<file path="src/rtl/pic_config_sequencer.sv">
// Bus-master that programs an 8259A-style PIC: ICW1..ICW4 + OCW1 init, then prioritised runtime OCW writes.
// Optional PIC_CFG_READBACK_EN adds an IRR/ISR readback access (OCW3 write followed by a read cycle).
module pic_config_sequencer #(
    parameter logic [7:0]  ICW1_VAL   = 8'h13,
    parameter logic [7:0]  ICW2_VAL   = 8'h90,
    parameter logic [7:0]  ICW3_VAL   = 8'h00,
    parameter logic [7:0]  ICW4_VAL   = 8'h02,
    parameter logic [7:0]  OCW1_VAL   = 8'h0F,
    parameter int unsigned SETUP_CYC  = 1,
    parameter int unsigned STROBE_CYC = 2,
    parameter int unsigned HOLD_CYC   = 1
) (
    input  logic       clk,
    input  logic       rst,
    input  logic       start,
    input  logic       eoi_req,
    input  logic [7:0] eoi_val,
    input  logic       mask_req,
    input  logic [7:0] mask_val,
    input  logic       ocw3_req,
    input  logic [7:0] ocw3_val,
`ifdef PIC_CFG_READBACK_EN
    input  logic       rd_req,
    input  logic       rd_isr,
    input  logic [7:0] DBus_in,
    output logic [7:0] rd_data,
    output logic       rd_valid,
`endif
    output logic       eoi_ack,
    output logic       mask_ack,
    output logic       ocw3_ack,
    output logic       busy,
    output logic       init_done,
    output logic       CS,
    output logic       WR,
    output logic       RD,
    output logic       A0,
    output logic [7:0] DBus,
    output logic       DBus_oe
);

    localparam int CW = 8;
    localparam logic HAS_ICW3 = ~ICW1_VAL[1];
    localparam logic HAS_ICW4 = ICW1_VAL[0];
    localparam logic [2:0] INIT_END = 3'd5;

    typedef enum logic [2:0] {S_IDLE, S_SETUP, S_STROBE, S_HOLD, S_GAP} state_t;
    typedef enum logic [2:0] {K_INIT, K_EOI, K_MASK, K_OCW3, K_RBW, K_RBR} kind_t;

    state_t        state_q, state_d;
    kind_t         kind_q, kind_d;
    logic [CW-1:0] cnt_q, cnt_d;
    logic          a0_q, a0_d;
    logic [7:0]    data_q, data_d;
    logic [2:0]    init_idx_q, init_idx_d;
    logic          init_done_q, init_done_d;

    // Init list slots: 0 ICW1, 1 ICW2, 2 ICW3, 3 ICW4, 4 OCW1; optional slots are skipped.
    function automatic logic [2:0] init_next(input logic [2:0] idx);
        case (idx)
            3'd0:    init_next = 3'd1;
            3'd1:    init_next = HAS_ICW3 ? 3'd2 : (HAS_ICW4 ? 3'd3 : 3'd4);
            3'd2:    init_next = HAS_ICW4 ? 3'd3 : 3'd4;
            3'd3:    init_next = 3'd4;
            default: init_next = INIT_END;
        endcase
    endfunction

    function automatic logic [8:0] init_item(input logic [2:0] idx);
        case (idx)
            3'd0:    init_item = {1'b0, ICW1_VAL};
            3'd1:    init_item = {1'b1, ICW2_VAL};
            3'd2:    init_item = {1'b1, ICW3_VAL};
            3'd3:    init_item = {1'b1, ICW4_VAL};
            default: init_item = {1'b1, OCW1_VAL};
        endcase
    endfunction

    logic       rd_req_w;
    logic [7:0] rb_cmd_w;
`ifdef PIC_CFG_READBACK_EN
    assign rd_req_w = rd_req;
    assign rb_cmd_w = rd_isr ? 8'h0B : 8'h0A;
`else
    assign rd_req_w = 1'b0;
    assign rb_cmd_w = 8'h0A;
`endif

    logic       phase_last;
    logic [3:0] excl;
    logic [3:0] elig;
    logic       arb_ok;
    logic       grant_valid;
    kind_t      grant_kind;
    logic       grant_a0;
    logic [7:0] grant_data;

    always_comb begin
        case (state_q)
            S_SETUP:  phase_last = (cnt_q == CW'(SETUP_CYC - 1));
            S_STROBE: phase_last = (cnt_q == CW'(STROBE_CYC - 1));
            S_HOLD:   phase_last = (cnt_q == CW'(HOLD_CYC - 1));
            default:  phase_last = 1'b1;
        endcase
    end

    // In GAP the request just served is masked: its requester may still hold req for that cycle.
    always_comb begin
        excl = 4'b0000;
        if (state_q == S_GAP) begin
            case (kind_q)
                K_EOI:   excl[0] = 1'b1;
                K_MASK:  excl[1] = 1'b1;
                K_OCW3:  excl[2] = 1'b1;
                K_RBR:   excl[3] = 1'b1;
                default: excl = 4'b0000;
            endcase
        end
    end

    assign elig   = {rd_req_w, ocw3_req, mask_req, eoi_req} & ~excl;
    assign arb_ok = init_done_q &&
                    ((state_q == S_IDLE) ||
                     (state_q == S_GAP && kind_q != K_INIT && kind_q != K_RBW));

    always_comb begin
        grant_valid = 1'b1;
        grant_kind  = K_EOI;
        grant_a0    = 1'b0;
        grant_data  = eoi_val;
        if (elig[0]) begin
            grant_kind = K_EOI;
        end else if (elig[1]) begin
            grant_kind = K_MASK;
            grant_a0   = 1'b1;
            grant_data = mask_val;
        end else if (elig[2]) begin
            grant_kind = K_OCW3;
            grant_data = ocw3_val;
        end else if (elig[3]) begin
            grant_kind = K_RBW;
            grant_data = rb_cmd_w;
        end else begin
            grant_valid = 1'b0;
        end
    end

`ifdef PIC_CFG_READBACK_EN
    logic [7:0] rd_data_q, rd_data_d;
`endif

    always_comb begin
        state_d     = state_q;
        kind_d      = kind_q;
        cnt_d       = cnt_q;
        a0_d        = a0_q;
        data_d      = data_q;
        init_idx_d  = init_idx_q;
        init_done_d = init_done_q;
`ifdef PIC_CFG_READBACK_EN
        rd_data_d   = rd_data_q;
`endif
        case (state_q)
            S_IDLE: begin
                cnt_d = '0;
                if (start) begin
                    state_d        = S_SETUP;
                    kind_d         = K_INIT;
                    init_idx_d     = 3'd0;
                    {a0_d, data_d} = init_item(3'd0);
                    init_done_d    = 1'b0;
                end else if (arb_ok && grant_valid) begin
                    state_d = S_SETUP;
                    kind_d  = grant_kind;
                    a0_d    = grant_a0;
                    data_d  = grant_data;
                end
            end
            S_SETUP: begin
                cnt_d = cnt_q + 1'b1;
                if (phase_last) begin
                    state_d = S_STROBE;
                    cnt_d   = '0;
                end
            end
            S_STROBE: begin
                cnt_d = cnt_q + 1'b1;
                if (phase_last) begin
                    state_d = S_HOLD;
                    cnt_d   = '0;
`ifdef PIC_CFG_READBACK_EN
                    if (kind_q == K_RBR) rd_data_d = DBus_in;
`endif
                end
            end
            S_HOLD: begin
                cnt_d = cnt_q + 1'b1;
                if (phase_last) begin
                    state_d = S_GAP;
                    cnt_d   = '0;
                end
            end
            S_GAP: begin
                cnt_d   = '0;
                state_d = S_IDLE;
                if (kind_q == K_INIT) begin
                    if (init_next(init_idx_q) == INIT_END) begin
                        init_done_d = 1'b1;
                    end else begin
                        state_d        = S_SETUP;
                        init_idx_d     = init_next(init_idx_q);
                        {a0_d, data_d} = init_item(init_next(init_idx_q));
                    end
                end else if (kind_q == K_RBW) begin
                    state_d = S_SETUP;
                    kind_d  = K_RBR;
                end else if (arb_ok && grant_valid) begin
                    state_d = S_SETUP;
                    kind_d  = grant_kind;
                    a0_d    = grant_a0;
                    data_d  = grant_data;
                end
            end
            default: state_d = S_IDLE;
        endcase
    end

    always_ff @(posedge clk) begin
        if (rst) begin
            state_q     <= S_IDLE;
            kind_q      <= K_INIT;
            cnt_q       <= '0;
            a0_q        <= 1'b0;
            data_q      <= 8'h00;
            init_idx_q  <= 3'd0;
            init_done_q <= 1'b0;
`ifdef PIC_CFG_READBACK_EN
            rd_data_q   <= 8'h00;
`endif
        end else begin
            state_q     <= state_d;
            kind_q      <= kind_d;
            cnt_q       <= cnt_d;
            a0_q        <= a0_d;
            data_q      <= data_d;
            init_idx_q  <= init_idx_d;
            init_done_q <= init_done_d;
`ifdef PIC_CFG_READBACK_EN
            rd_data_q   <= rd_data_d;
`endif
        end
    end

    logic cs_active;
    logic hold_done;
    assign cs_active = (state_q == S_SETUP) || (state_q == S_STROBE) || (state_q == S_HOLD);
    assign hold_done = (state_q == S_HOLD) && phase_last;

    assign CS        = ~cs_active;
    assign WR        = ~((state_q == S_STROBE) && (kind_q != K_RBR));
    assign DBus_oe   = cs_active && (kind_q != K_RBR);
    assign DBus      = DBus_oe ? data_q : 8'h00;
    assign A0        = cs_active ? a0_q : 1'b0;
    assign eoi_ack   = hold_done && (kind_q == K_EOI);
    assign mask_ack  = hold_done && (kind_q == K_MASK);
    assign ocw3_ack  = hold_done && (kind_q == K_OCW3);
    assign init_done = init_done_q;
    assign busy      = (state_q != S_IDLE) || start || (arb_ok && grant_valid);

`ifdef PIC_CFG_READBACK_EN
    assign RD       = ~((state_q == S_STROBE) && (kind_q == K_RBR));
    assign rd_data  = rd_data_q;
    assign rd_valid = hold_done && (kind_q == K_RBR);
`else
    assign RD = 1'b1;
`endif

endmodule
</file>
<file path="config.mk">
export PLATFORM = sky130hd
export DESIGN_NAME = pic_config_sequencer
export DESIGN_NICKNAME = d
export VERILOG_FILES = /design/src/rtl/pic_config_sequencer.sv
export SDC_FILE = /design/constraint.sdc
export NUM_CORES = 1
export LEC_CHECK = 0
export ABC_AREA = 1
export BUFFER_PORTS_ARGS = -buffer_cell sky130_fd_sc_hd__buf_4
export CORE_MARGIN = 2
export CORE_UTILIZATION = 40
export CTS_BUF_LIST = sky130_fd_sc_hd__clkbuf_8
export DETAILED_ROUTE_END_ITERATION = 8
export SLEW_MARGIN = 20
export SYNTH_ARGS = -nofsm -noshare
export SYNTH_HDL_FRONTEND = slang
export SYNTH_SLANG_ARGS = --single-unit
</file>
<file path="constraint.sdc">
create_clock -name clk -period 2 [get_ports clk]
set_clock_uncertainty 0.1 [all_clocks]
set_input_delay 0.4 -clock clk [delete_from_list [all_inputs] [get_ports clk]]
set_output_delay 0.4 -clock clk [all_outputs]
set_load 0.01 [all_outputs]
</file>
# Word-level counts from Yosys, hierarchy flattened
# Index checks and enable logic that the tools add are counted.
totals:
  wordCells: 139
  reg_bits: 27
  input_bits: 30
classes:
  n_reduce_logical: 33
  add_sub_neg: 1
  n_mux: 64
  n_eq_ne: 30
  bitwise_logic: 4
ops:
  columns: ["cell", "n"]
  rows:
  - ["$mux W8", 11]
  - ["$mux W3", 20]
  - ["$pmux W9 S4", 1]
  - ["$pmux W8 S2", 2]
  - ["$eq A3 B2 Y1 const B", 8]
  - ["$mux W1", 22]
  - ["$pmux W3 S5", 1]
  - ["$eq A3 B1 Y1 const B", 4]
  - ["$eq A3 B3 Y1 const B", 4]
  - ["$logic_not A3 Y1", 4]
  - ["$ne A2 B2 Y1 const B", 6]
  - ["$ne A3 B3 Y1 const B", 4]
  - ["$pmux W3 S2", 2]
  - ["$reduce_and A4 Y1", 3]
  - ["$logic_and A1 B1 Y1", 10]
  - ["$pmux W3 S3", 1]
  - ["$add A8 B1 Y8 const B", 1]
  - ["$eq A8 B1 Y1 const B", 1]
  - ["$logic_not A8 Y1", 1]
  - ["$pmux W1 S2", 3]
  - ["$reduce_bool A3 Y1", 2]
  - ["$reduce_or A2 Y1", 3]
  - ["$logic_or A1 B1 Y1", 5]
  - ["$and A3 B4 Y4", 1]
  - ["9 further kinds", 12]

# Logic depth before layout (Yosys ltp)
# Gate-level depths: netlist of run 1.
logic_depth:
  depth_word: 14
  mapped_depth: 14

# Least setup slack after synthesis of run 1
# Ideal clock, no wire load.
synth_timing:
  path_kind: "flip-flop to output port"
  startpoint: "register state_q[0]"
  endpoint: "output mask_ack"
  arrival_ps: 1332
  path_slack_ps: 168
  path_stages_with_launch: 7
  cell_sequence: "dfxtp_1 -> nor2_1 -> nand3_1 -> nand2_1 -> nand3_1 -> or2_2 -> nor3_1"
synth_via:
  elab_chain_cells: 5
  elab_cells_between_ends: 7
  cone_classes: "3 x eq/ne; 1 x mux; 3 x reduce/logical"
synth_lines:
  columns: ["element", "line", "text"]
  rows:
  - ["start: declaration", "50", "state_t state_q, state_d;"]
  - ["start signal: assignment", "241", "state_q <= state_d;"]
  - ["$eq A3 B1 Y1 or $eq A3 B2 Y1 (tied branches)", "99, 257", null]
  - ["$reduce_or A2 Y1 (no line)", null, null]
  - ["$pmux W1 S2", "99", "case (state_q)"]
  - ["$logic_and A1 B1 Y1 (*)", "257", "assign hold_done = (state_q == S_HOLD) && phase_last;"]
  - ["$logic_and A1 B1 Y1 (*)", "265", "assign mask_ack = hold_done && (kind_q == K_MASK);"]
  - ["end: declaration", "30", "output logic mask_ack,"]
# Mark *: on every way between the ends. The rest lies on a longest branch, timed or not.

# Worst setup path in the final report of run 1
layout_timing:
  startpoint: "register cnt_q[0]"
  endpoint: "output mask_ack"
layout_via:
  elab_chain_cells: 4
  elab_cells_between_ends: 5
  cone_classes: "1 x eq/ne; 1 x mux; 3 x reduce/logical"
layout_lines:
  columns: ["element", "line", "text"]
  rows:
  - ["start: declaration", "52", "logic [CW-1:0] cnt_q, cnt_d;"]
  - ["start signal: assignment", "243", "cnt_q <= cnt_d;"]
  - ["$eq A8 B1 Y1 or $logic_not A8 Y1 (tied branches)", "101, 100, 102", null]
  - ["$pmux W1 S2 (*)", "99", null]
  - ["$logic_and A1 B1 Y1 (*)", "257", null]
  - ["$logic_and A1 B1 Y1 (*)", "265", null]
# Marked as above.

==> flow_metrics.env, run 1 <==
export IMPL_layout_cells_non_filler=469
export IMPL_fp_dieW_um=75.0
export IMPL_drtIter0Drc=127
export IMPL_vdd_drop_max_uv=447
export IMPL_io_pins=48
export IMPL_grt_overflow=0
export IMPL_p_switching_uw=1130
export IMPL_powerDensity_nw_per_um2=881
export IMPL_fmax_ghz=0.478
export IMPL_end_kind="primary output"
export IMPL_period_share=1.05
export IMPL_p_seq_frac=0.301
export IMPL_drive_gt1_frac=0.378
export IMPL_use_met3=0.0348
export IMPL_cts_max_path_buffers=2
export IMPL_combPwrFrac=0.578
export IMPL_rsz0062_at_grt="true"
export IMPL_place_congestion=0.904
export IMPL_p_clk_frac=0.121
export IMPL_status="finished, violations left"
export IMPL_drc=0
export IMPL_grt_usage=0.219
export IMPL_finalWorstSetupSlack_ps=-93.7
export IMPL_ys_async_sr_fraction=0
export IMPL_min_path_type="in -> reg"
export IMPL_n_antenna_cell=0
export IMPL_nets=436
export IMPL_use_met2=0.350
export IMPL_swShare=0.438
export IMPL_syn_num_nets=353
export IMPL_ys_ff_latch=27
export IMPL_p_int_uw=1450
export IMPL_grt_pass1_wl_um=9420
export IMPL_critPathLaunchType="flip-flop"
export IMPL_placementRows=25
export IMPL_max_cap_violations=0
export IMPL_htree_num_levels=1
export IMPL_yosysTopAreaCellShare=0.268
export IMPL_grt_pass1_vias=2080
export IMPL_dp_hpwl_um=4460
export IMPL_synth_commonest_cells="64 x nand2_1, 49 x nor2_1, 48 x inv_1"
export IMPL_r2r_cells=11
export IMPL_grt_max_degree=15
export IMPL_syn_inst=320
export IMPL_antenna_found_initial=0
export IMPL_vias=2288
export IMPL_synthMostInstantiatedCell="nand2_1"
export IMPL_period_minus_slack_ps=2090
export IMPL_portBuffers=46
export IMPL_placed_cells_incl_taps=447
export IMPL_cts_tree="done"
export IMPL_grtUsageMet1=0.301
export IMPL_path_clk_slew_ps=90
export IMPL_insertion_delay_ps=270
export IMPL_crit_type="reg -> out"
export IMPL_place_area_um2=2560
export IMPL_cts_sinks=27
export IMPL_synth_edf_count=0
export IMPL_yosys_area_top_type="dfxtp_1"
export IMPL_drt_total_wl_um=6180
export IMPL_final_cell_area_um2=2920
export IMPL_yosysSeqAreaShare=0.268
export IMPL_wl_per_cell_um=13.2
export IMPL_critPathArrivalTime_ps=1590
export IMPL_synthToLayoutAreaGrowth_pct=45.0
export IMPL_final_max_slew_viol_count=0
export IMPL_leakage_uw=0.00146
export IMPL_viasPerCell=4.88
export IMPL_start_util=0.421
export IMPL_root_buffer="clkbuf_8"
export IMPL_die_h_um=75.0
export IMPL_setup_viol=4
export IMPL_cts_buffers=3
export IMPL_syn_area_um2=2020
export IMPL_ys_top_cells_by_area="dfxtp_1 27%, nand2_1 12%, nor2_1 9.1%"
export IMPL_antenna_left=0
export IMPL_violations="setup timing"
export IMPL_cp_required_ps=1500
export IMPL_dr_pass1_iters=5
export IMPL_critical_path_max_fanout=3
export IMPL_fillers=458
export IMPL_busiest_layer="met2"
export IMPL_dp_slack_ps=-11.6
export IMPL_dieArea_um2=5630
export IMPL_hold_viol_final=0
export IMPL_yosys_warnings=0
export IMPL_ys_flop_type="dfxtp_1"
export IMPL_min_path_cells=2
export IMPL_coreArea_um2=4790
export IMPL_yosysUniqueCellTypes=41
export IMPL_synth_area_per_cell_um2=6.30
metrics by stage:
stage | hold slack [ps] | power, uW | setup TNS [ps] | utilization
after floorplan | 355 | 1520 | 0 | -
after global placement | 378 | 1960 | -2.33 | 0.534
final | 302 | 2580 | -297 | 0.611
after CTS | 298 | 2410 | -368 | 0.582
after detailed placement | 387 | 1950 | -11.6 | 0.534
after global routing | 296 | 2790 | -617 | 0.611
flip-flops by register name, summed over array words and instances (netlist names):
signal / flops
kind_q: 3
init_done: 1
data_q: 8
cnt_q: 8
state_q: 3
a0_q: 1
init_idx_q: 3
power by group through the flow:
stage	Clock [uW]	Sequential [uW]	Combinational, uW
after floorplan	0	736	785
after global placement	0	758	1200
after detailed placement	0	758	1190
after CTS	320	766	1320
after global routing	345	796	1650
final	312	776	1490
final timing paths:
path | slack [ps] | end | start
min | 300 | cnt_q[1]$_SDFFE_PP0P_ | rst
max | -90 | mask_ack | cnt_q[0]$_SDFFE_PP0P_
max reg2reg | 150 | kind_q[0]$_SDFFE_PP0P_ | state_q[0]$_SDFFE_PP0P_
min reg2reg | 410 | cnt_q[6]$_SDFFE_PP0P_ | cnt_q[6]$_SDFFE_PP0P_
worst max-delay path: stages (launching register included):
cell     delay, ps
dfxtp_4        380
inv_4           70
ha_4           120
nand3_2         70
nand2_2        110
nand3_4         80
or2_4          250
nor3_2         100
buf_4          140
cells by family (layout without fill, tap and decap cells):
| family | after synthesis | in the layout | synth area share |
|---|---|---|---|
| other | 1 | 1 | 0.00186 |
| AND/OR/NAND/NOR | 173 | 174 | 0.428 |
| XOR/XNOR | 2 | 2 | 0.00869 |
| adder cells (fa/ha/maj) | 3 | 3 | 0.0186 |
| flip-flops | 27 | 27 | 0.268 |
| AO/OA/AOI/OAI | 55 | 55 | 0.157 |
| buffers and inverters | 59 | 140 | 0.118 |
timing repair:
action / in CTS / in global routing
setup buffers: 9 / 8
hold buffers: 0 / 0
resized for setup: 38 / 24
pin swaps: 11 / 13
gates cloned: 0 / 1
setup endpoints to repair: 12 / 15
routing by layer:
metal / part of all wire / vias to the layer above
met3: 0.076 / 4
met5: 0 / -
met4: 0.0089 / 0
met1: 0.44 / 1016
li1: - / 1182
met2: 0.48 / 86
final cells by class:
cell class	count	area (um2)	area share
Timing Repair Buffer	82	627	0.214
Tap cell	67	83.8	0.0287
Sequential cell	27	567	0.194
Clock inverter	1	3.75	0.00128
Inverter	54	220	0.0753
Multi-Input combinational cell	235	1380	0.472
Clock buffer	3	41.3	0.0141
cell usage in the layout (no fill, tap or decap), types with 4 or more instances in the layout:
master   instances
nor2_1          43
nand2_2          7
nand3_1         19
a21oi_1         20
nor3_1           5
inv_1           44
o21ai_0         21
nor2_4           7
nor2_2           5
inv_2            4
nand2_1         59
inv_4            7
dfxtp_1         16
nand2_4         10
dfxtp_2          6
dfxtp_4          5
buf_4           79
Note: power is estimated with default switching activity, not from simulation.
==> run 2, diff against run 1 <==
--- a/config.mk
+++ b/config.mk
@@ -7,7 +7,7 @@
 export LEC_CHECK = 0
 export ABC_AREA = 1
 export BUFFER_PORTS_ARGS = -buffer_cell sky130_fd_sc_hd__buf_4
-export CORE_MARGIN = 2
+export CORE_ASPECT_RATIO = 1.5
 export CORE_UTILIZATION = 40
 export CTS_BUF_LIST = sky130_fd_sc_hd__clkbuf_8
 export DETAILED_ROUTE_END_ITERATION = 8
==> flow_metrics.env, run 2 (synthesis gave the netlist of run 1 again) <==
export IMPL_slowest_delay_ps=380
export IMPL_cp_required_ps=1500
export IMPL_p_switching_uw=1110
export IMPL_combPwrFrac=0.563
export IMPL_path_clk_slew_ps=100
export IMPL_period_minus_slack_ps=2160
export IMPL_drc=0
export IMPL_hold_viol_final=0
export IMPL_grt_max_degree=17
export IMPL_cts_max_path_buffers=2
export IMPL_vias=2298
export IMPL_io_pins=48
export IMPL_wl_per_cell_um=13.3
export IMPL_cts_sinks=27
export IMPL_n_antenna_cell=0
export IMPL_grt_pass1_vias=2182
export IMPL_min_path_type="in -> reg"
export IMPL_max_cap_violations=0
export IMPL_placementRows=31
export IMPL_coreArea_um2=4850
export IMPL_grt_usage=0.236
export IMPL_critical_path_max_fanout=4
export IMPL_finalWorstSetupSlack_ps=-159
export IMPL_crit_chain="inv_2 -> ha_4 -> nand3_2 -> nand2_2 -> nand3_4 -> or2_4 -> nor3_2 -> buf_4"
export IMPL_insertion_delay_ps=280
export IMPL_powerDensity_nw_per_um2=876
export IMPL_viasPerCell=4.91
export IMPL_leakage_uw=0.00145
export IMPL_rsz0062_at_grt="true"
export IMPL_final_max_slew_viol_count=0
export IMPL_dp_slack_ps=37.9
export IMPL_critPathLaunchType="flip-flop"
export IMPL_place_congestion=0.908
export IMPL_setup_viol=4
export IMPL_drive_gt1_frac=0.371
export IMPL_critPathTopFamily="simple AND/OR/NAND/NOR gates"
export IMPL_dieArea_um2=5340
export IMPL_top_regs="cnt_q (8), data_q (8)"
export IMPL_end_kind="primary output"
export IMPL_root_buffer="clkbuf_8"
export IMPL_violations="setup timing"
export IMPL_layout_commonest_cell="buf_4"
export IMPL_cts_buffers=3
export IMPL_crit_slowest_cell="dfxtp_4"
export IMPL_die_h_um=89.0
export IMPL_vdd_drop_max_uv=584
export IMPL_critPathArrivalTime_ps=1660
export IMPL_swShare=0.437
export IMPL_final_util=0.599
export IMPL_final_cell_area_um2=2900
export IMPL_crit_type="reg -> out"
export IMPL_grt_pass1_wl_um=9380
export IMPL_place_area_um2=2560
export IMPL_start_util=0.416
export IMPL_htree_num_levels=1
export IMPL_dp_hpwl_um=4670
export IMPL_grt_overflow=0
export IMPL_drt_total_wl_um=6230
export IMPL_p_clk_frac=0.130
export IMPL_p_seq_frac=0.307
export IMPL_synthToLayoutAreaGrowth_pct=43.9
export IMPL_dr_pass1_iters=4
export IMPL_drtIter0Drc=68
export IMPL_period_share=1.08
export IMPL_hold_slack_ps=298
export IMPL_antenna_left=0
export IMPL_nets=436
export IMPL_cts_tree="done"
export IMPL_fmax_ghz=0.463
export IMPL_portBuffers=46
export IMPL_fillers=479
export IMPL_status="finished, violations left"
export IMPL_path_buf_inv=2
export IMPL_p_int_uw=1430
export IMPL_ctsHoldBuffers=0
export IMPL_final_cell_mix="81 x buf_4, 59 x nand2_1, 45 x nor2_1, 44 x inv_1, 21 x o21ai_0"
export IMPL_fp_dieW_um=60.0
export IMPL_antenna_found_initial=0
## run 2: worst paths after layout
kind	from	end	slack (ps)	cells past startpoint
worst max-delay path	cnt_q[0]$_SDFFE_PP0P_	mask_ack	-160	8
worst min-delay path	rst	cnt_q[1]$_SDFFE_PP0P_	300	2
worst max register to register	state_q[0]$_SDFFE_PP0P_	data_q[2]$_SDFFE_PP0P_	140	12
worst min register to register	cnt_q[6]$_SDFFE_PP0P_	cnt_q[6]$_SDFFE_PP0P_	400	2
## run 2: power by group through the flow
stage	registers [uW]	clock network, uW	logic [uW]
2_1_floorplan	736	0	785
3_3_place_gp	755	0	1200
3_5_place_dp	757	0	1200
4_1_cts	762	339	1330
5_1_grt	794	355	1590
6_report	782	331	1430
## run 2: area by class of cell
class	count	area [um2]	share of cell area
inverters	54	215	0.0741
well taps	66	82.6	0.0284
flip-flops and latches	27	566	0.195
clock inverters	1	7.51	0.00259
repair buffers	82	619	0.213
clock buffers	3	41.3	0.0142
multi-input cells	235	1370	0.472
## run 2: metal layers
metal | wire, um | GRT usage
met3 | 204 | 0.0260
met1 | 2330 | 0.222
met2 | 3450 | 0.470
met5 | 0 | 0
met4 | 246 | 0.133
## run 2: stage by stage
stage / setup TNS [ps] / cells / power [uW]
final: -368 / 468 / 2540
after global routing: -623 / 468 / 2740
after CTS: -336 / 463 / 2430
after detailed placement: 0 / 447 / 1960
after global placement: 0 / 447 / 1950
after floorplan: 0 / 320 / 1520
## run 2: what timing repair did
item	CTS	global route
setup endpoints to repair	13	14
cloned	0	1
setup buffers	12	4
endpoints found under the hold margin	0	0
gates resized for setup	31	21
pin swaps	10	9
